$ cat src/rtl/hilo_mult_ctrl.sv
// hilo_mult_ctrl
//   Sequencer and HI/LO register owner in front of the 32-bit Booth multiply
//   engine. Accepts a multiply request, launches the engine, waits for its
//   result and commits the 64-bit product into HI/LO. Also services mthi/mtlo
//   writes (honoured only while idle) and exposes HI/LO for mfhi/mflo.
//
//   Optional feature macro: HILO_MULT_TIMEOUT_EN
//     defined   -> WAIT timeout timer, ABORT state, eng_stop and err pulses
//     undefined -> WAIT waits indefinitely, eng_stop/err tied to 0
//
// Ports
//   clk, rst              clock, asynchronous active-high reset
//   req_valid/req_ready   multiply request handshake (req_ready = !busy)
//   req_a, req_b          operands
//   eng_init, eng_stop    one-cycle launch / abort pulses to the engine
//   eng_a, eng_b          latched operands, stable while busy
//   eng_done              engine result valid (sampled only in WAIT)
//   eng_hi, eng_lo        engine product halves
//   hi_we, lo_we, wdata   mthi/mtlo write strobes and data
//   hi, lo                HI/LO register contents
//   busy, done, err       status: not idle, commit pulse, timeout pulse

module hilo_mult_ctrl #(
  parameter int unsigned DATA_W      = 32,
  parameter int unsigned TIMEOUT_CYC = 40
) (
  input  logic              clk,
  input  logic              rst,
  input  logic              req_valid,
  output logic              req_ready,
  input  logic [DATA_W-1:0] req_a,
  input  logic [DATA_W-1:0] req_b,
  output logic              eng_init,
  output logic              eng_stop,
  output logic [DATA_W-1:0] eng_a,
  output logic [DATA_W-1:0] eng_b,
  input  logic              eng_done,
  input  logic [DATA_W-1:0] eng_hi,
  input  logic [DATA_W-1:0] eng_lo,
  input  logic              hi_we,
  input  logic              lo_we,
  input  logic [DATA_W-1:0] wdata,
  output logic [DATA_W-1:0] hi,
  output logic [DATA_W-1:0] lo,
  output logic              busy,
  output logic              done,
  output logic              err
);

`ifdef HILO_MULT_TIMEOUT_EN
  typedef enum logic [2:0] {
    S_IDLE, S_LAUNCH, S_WAIT, S_COMMIT, S_ABORT
  } state_t;

  localparam int unsigned TMR_W = (TIMEOUT_CYC > 1) ? $clog2(TIMEOUT_CYC) : 1;
  localparam logic [TMR_W-1:0] TMR_LAST = TMR_W'(TIMEOUT_CYC - 1);

  logic [TMR_W-1:0] timer;
`else
  typedef enum logic [2:0] {
    S_IDLE, S_LAUNCH, S_WAIT, S_COMMIT
  } state_t;

  assign eng_stop = 1'b0;
  assign err      = 1'b0;
`endif

  state_t state;

  assign req_ready = ~busy;

  // Status pulses are registered alongside the state transition that enters
  // the state they belong to, so each is high exactly for that state's cycle.
  always_ff @(posedge clk or posedge rst) begin
    if (rst) begin
      state    <= S_IDLE;
      hi       <= '0;
      lo       <= '0;
      eng_a    <= '0;
      eng_b    <= '0;
      eng_init <= 1'b0;
      done     <= 1'b0;
      busy     <= 1'b0;
`ifdef HILO_MULT_TIMEOUT_EN
      timer    <= '0;
      eng_stop <= 1'b0;
      err      <= 1'b0;
`endif
    end else begin
      eng_init <= 1'b0;
      done     <= 1'b0;
`ifdef HILO_MULT_TIMEOUT_EN
      eng_stop <= 1'b0;
      err      <= 1'b0;
`endif
      case (state)
        S_IDLE: begin
          // A move in the accept cycle lands now; the product overwrites it later.
          if (hi_we) hi <= wdata;
          if (lo_we) lo <= wdata;
          if (req_valid) begin
            eng_a    <= req_a;
            eng_b    <= req_b;
            eng_init <= 1'b1;
            busy     <= 1'b1;
            state    <= S_LAUNCH;
          end
        end
        S_LAUNCH: begin
`ifdef HILO_MULT_TIMEOUT_EN
          timer <= '0;
`endif
          state <= S_WAIT;
        end
        S_WAIT: begin
          // Completion takes priority over a timer expiring in the same cycle.
          if (eng_done) begin
            hi    <= eng_hi;
            lo    <= eng_lo;
            done  <= 1'b1;
            state <= S_COMMIT;
          end
`ifdef HILO_MULT_TIMEOUT_EN
          else if (timer == TMR_LAST) begin
            eng_stop <= 1'b1;
            err      <= 1'b1;
            state    <= S_ABORT;
          end else begin
            timer <= timer + TMR_W'(1);
          end
`endif
        end
        S_COMMIT: begin
          busy  <= 1'b0;
          state <= S_IDLE;
        end
`ifdef HILO_MULT_TIMEOUT_EN
        S_ABORT: begin
          busy  <= 1'b0;
          state <= S_IDLE;
        end
`endif
        default: begin
          busy  <= 1'b0;
          state <= S_IDLE;
        end
      endcase
    end
  end

endmodule
$ cat config.mk
export PLATFORM = sky130hd
export DESIGN_NAME = hilo_mult_ctrl
export DESIGN_NICKNAME = d
export VERILOG_FILES = /design/src/rtl/hilo_mult_ctrl.sv
export SDC_FILE = /design/constraint.sdc
export NUM_CORES = 1
export LEC_CHECK = 0
export ABC_CLOCK_PERIOD_IN_PS = 6060
export BUFFER_PORTS_ARGS = -buffer_cell sky130_fd_sc_hd__buf_2
export CAP_MARGIN = 30
export CORE_MARGIN = 8
export CORE_UTILIZATION = 46
export DETAILED_ROUTE_END_ITERATION = 8
export GPL_TIMING_DRIVEN = 0
export PLACE_DENSITY = 0.9
export SYNTH_ARGS = -nofsm -noshare
export SYNTH_HDL_FRONTEND = slang
export SYNTH_SLANG_ARGS = --single-unit
export TNS_END_PERCENT = 20
$ cat constraint.sdc
create_clock -name clk -period 6.06 [get_ports clk]
set_input_delay 0.909 -clock clk [delete_from_list [all_inputs] [get_ports clk]]
set_output_delay 0.909 -clock clk [all_outputs]
set_load 0.02 [all_outputs]
Word-level counts from Yosys, hierarchy flattened
Cells that the tools add are included.
{"block": "word_totals", "reg_bits": 134, "input_bits": 166, "output_inout_bits": 134, "word_cells": 39}
{"block": "classes", "eq_ne": 6, "muxes": 15, "n_bitwise": 2, "reduce_logical": 8}
{"cell": "$mux W32", "count": 4}
{"cell": "$pmux W32 S2", "count": 2}
{"cell": "$pmux W3 S3", "count": 1}
{"cell": "$ne A2 B2 Y1 const B", "count": 4}
{"cell": "$mux W3", "count": 2}
{"cell": "$reduce_and A2 Y1", "count": 3}
{"cell": "$reduce_and A3 Y1", "count": 2}
{"cell": "$mux W1", "count": 5}
{"cell": "$eq A3 B1 Y1 const B", "count": 1}
{"cell": "$eq A3 B2 Y1 const B", "count": 1}
{"cell": "$logic_not A3 Y1", "count": 1}
{"cell": "$not A1 Y1", "count": 2}
{"cell": "$pmux W1 S2", "count": 1}
{"cell": "$reduce_bool A2 Y1", "count": 1}
{"cell": "$reduce_or A2 Y1", "count": 1}

Logic depth before layout (Yosys ltp)
{"block": "depth", "ltp_word": 4, "depth_mapped": 7, "mapped_depth_nobuf": 5}

Least setup slack after synthesis
Ideal clock, no wire load.
{"block": "synth_path", "kind": "input-to-reg", "start": "in eng_done", "end": "reg lo[19]", "setup_ns": 0.125, "arrival_ns": 1.770, "required_time_ns": 5.935, "setup_slack_ns": 4.165, "cell_stages": 4, "n_path_buf": 1, "path_cell_list": "and2b_4 a21oi_4 buf_6 mux2_2"}
{"block": "synth_via", "elab_chain_len": 2}
{"element": "from (decl)", "line_no": "37", "source": "input logic eng_done,"}
{"element": "$ne A2 B2 Y1 (no source line)"}
{"element": "$reduce_and A3 Y1 (no source line)"}
{"element": "to (signal assigned)", "line_no": "100", "source": "if (lo_we) lo <= wdata;"}
{"element": "to (signal assigned)", "line_no": "119", "source": "lo <= eng_lo;"}
{"element": "to (decl)", "line_no": "44", "source": "output logic [DATA_W-1:0] lo,"}
Every way passes these cells.
A chain may end at the register's enable or synchronous reset.

Final worst setup path
{"block": "layout_path", "start": "reg busy", "end": "out req_ready"}
{"block": "layout_via", "elab_chain_len": 1}
{"element": "from (decl)", "line_no": "45", "source": "output logic busy,"}
{"element": "from (signal assigned)", "line_no": "83", "source": "busy <= 1'b0;"}
{"element": "from (signal assigned)", "line_no": "105", "source": "busy <= 1'b1;"}
{"element": "from (signal assigned)", "line_no": "134", "source": "busy <= 1'b0;"}
{"element": "$not A1 Y1", "line_no": "70", "source": "assign req_ready = ~busy;"}
{"element": "to (decl)", "line_no": "30", "source": "output logic req_ready,"}
Every way passes these cells.

==> results.txt <==
Max H-tree Level -> 4
maximum VDD drop -> 0.375 mV
Synth cell types -> 18
Reg clk slew, reported paths -> 0.05 ns
run status -> completed
relative slew slack -> 59.0%
crit path DAT -> 1.07 ns
Hold-fix buffers, CTS -> 0
final layout net count -> 858
RSZ-0062 raised after global routing -> no
pwr dens -> 627 nW/um2
die height -> 129 um
Reg area -> 3330 um2
LEAKAGE -> 0.00399 uW
final instance area -> 8130 um2
Final Skew -> 0.00632 ns
max-cap viol count -> 0
Bufs on Longest Clock Path -> 2
antenna violations before repair -> 1
Fillers -> 969
postcts setup bufs -> 0
grt total ovfl -> 0
area leader, netlist -> dfrtp_1
Routed WL -> 17000 um
port bufs -> 297
Seq/Total Area, Yosys -> 57.0%
Synth Area per Inst -> 15.7 um2
Mapped Area -> 5840 um2
Clk Latency, worst-skew pair -> 0.42 ns
ANT nets after route -> 0
DRC Markers -> 0
All-Layer GR Usage -> 20.7%
Synth-to-Final Area Change -> 39.4%
count of final max-slew check failures -> 0
largest net degree at the start of global routing -> 68
area of the multi-input gates -> 2310 um2
die width -> 129 um
post-DP HPWL -> 13500 um
critical path launch point type -> flip-flop
initial DRC count -> 133
Placer Congestion -> 0.862
crit path max fanout -> 2
Vias -> 4272
layout cells sized above 1 -> 77.5%
crit path kind -> reg2out
minimum clock period -> 1.98 ns
Synth area leaders -> dfrtp_1, mux2_2, buf_6, buf_2, buf_4
Core ar. -> 12500 um2
fmax -> 505 MHz
1st-pass router iterations -> 5
TNS Setup -> 0 ns
Synth Register Bits -> 133
Initial Util -> 46.6%
WL/cell -> 19.4 um
TritonCTS Buffers -> 17
Ys Warns -> 0
Yosys top cell area share -> 57.0%
Hold Crit Class -> reg2reg
Final Hold Violating Endpoints -> 0
Syn Inst Count -> 371
Final period util -> 32.7%
Clock Tree Root -> clkbuf_16
critical path capture point type -> output pin
final antenna diode count -> 0
Vias/cell -> 4.89
Post-Place Cell Area -> 7570 um2
WP data required -> 5.15 ns
# rows -> 41
IO Count -> 300
clock sink count -> 133
actual slew at the worst max-slew pin -> 0.615 ns
final setup fails -> 0
vias in the first global route -> 5005
Total Die Area -> 16500 um2
# resized after CTS -> 0
clock tree from TritonCTS -> yes
first-pass GRT wire length -> 26200 um
cell families after synthesis:
kind of cell               synth area share [%]
other                                    0.0643
muxes                                      37.2
AOI/OAI and AO/OA                          1.03
and+or+nand+nor                           0.622
adders and majority gates                 0.643
buffers and inverters                      3.37
DFF                                        57.0
per-layer routing:
metal | share of wire [%] | track usage, % | vias up | routed length [um]
met5 | 0.071 | 0 | - | 12
met4 | 2.3 | 8.71 | 2 | 387
met3 | 10 | 9.31 | 29 | 1710
met2 | 53 | 37.4 | 195 | 8950
met1 | 35 | 20.2 | 2092 | 5920
li1 | - | - | 1954 | -
worst max-delay path: stages (launching register included):
cell     delay [ns]
dfrtp_1        0.39
inv_1          0.09
buf_2          0.17
per-stage QoR:
step / setup WS, ns / instances / util, % / power (uW) / hold slack [ns]
2_1_floorplan: 1.60 / 372 / - / 3300 / 0.470
3_3_place_gp: 0.439 / 841 / 60.2 / 4040 / 0.468
3_5_place_dp: 3.88 / 842 / 60.5 / 4160 / 0.487
4_1_cts: 4.06 / 874 / 65.0 / 5150 / 0.500
5_1_grt: 4.00 / 874 / 65.0 / 5370 / 0.512
6_report: 4.08 / 874 / 65.0 / 5100 / 0.497
synthesized netlist by cell type, drive strengths merged:
| master | n |
|---|---|
| a21oi | 3 |
| o21ai | 1 |
| o32a | 1 |
| dfrtp | 133 |
| conb | 1 |
| and2 | 1 |
| o21a | 1 |
| ha | 3 |
| mux2 | 193 |
| nand2b | 1 |
| and2b | 1 |
| nand2 | 3 |
| buf | 23 |
| inv | 6 |
area by class of cell:
| type | count | area share [%] |
|---|---|---|
| sequential | 133 | 40.9 |
| multi-input combinational | 210 | 28.5 |
| timing repair buffer | 298 | 18.6 |
| clock buffer | 22 | 5.58 |
| tap | 172 | 2.65 |
| buffer | 23 | 2.14 |
| clock inverter | 10 | 1.31 |
| inverter | 6 | 0.338 |
cell usage in the layout (no fill, tap or decap), types with 2 or more instances in the layout:
cell type and count:
buf_6 7, inv_1 5, mux2_2 190, bufinv_16 2, a21oi_4 2, dfrtp_1 133, nand2_1 3, conb_1 2
mux2_1 3, clkinv_2 6, ha_1 3, clkbuf_16 17, clkbuf_1 4, buf_2 307, buf_4 6
state kept, by name (all words and copies together) (netlist names):
| name | cells |
|---|---|
| done | 1 |
| busy | 1 |
| lo | 32 |
| hi | 32 |
| eng_a | 32 |
| state | 2 |
| eng_init | 1 |
| eng_b | 32 |
worst paths after layout:
kind	from	end	slack, ns	cells past startpoint
max in group asynchronous	rst	hi[19]	4.77	3
hold reg to reg	eng_a[13]	eng_a[13]	0.50	1
setup reg to reg	state[0]	hi[8]	4.11	6
hold / removal	eng_a[13]	eng_a[13]	0.50	1
min in group asynchronous	rst	eng_b[16]	0.57	2
setup / recovery	busy	req_ready	4.08	2
power breakdown:
part | leakage (uW) | switching (uW) | total [uW] | internal [uW]
clock network | 0.000277 | 367 | 978 | 611
logic | 0.00215 | 1360 | 2530 | 1170
registers | 0.00156 | 231 | 1590 | 1360
total | 0.00399 | 1960 | 5100 | 3140
Power figures use the tool's default switching activity.
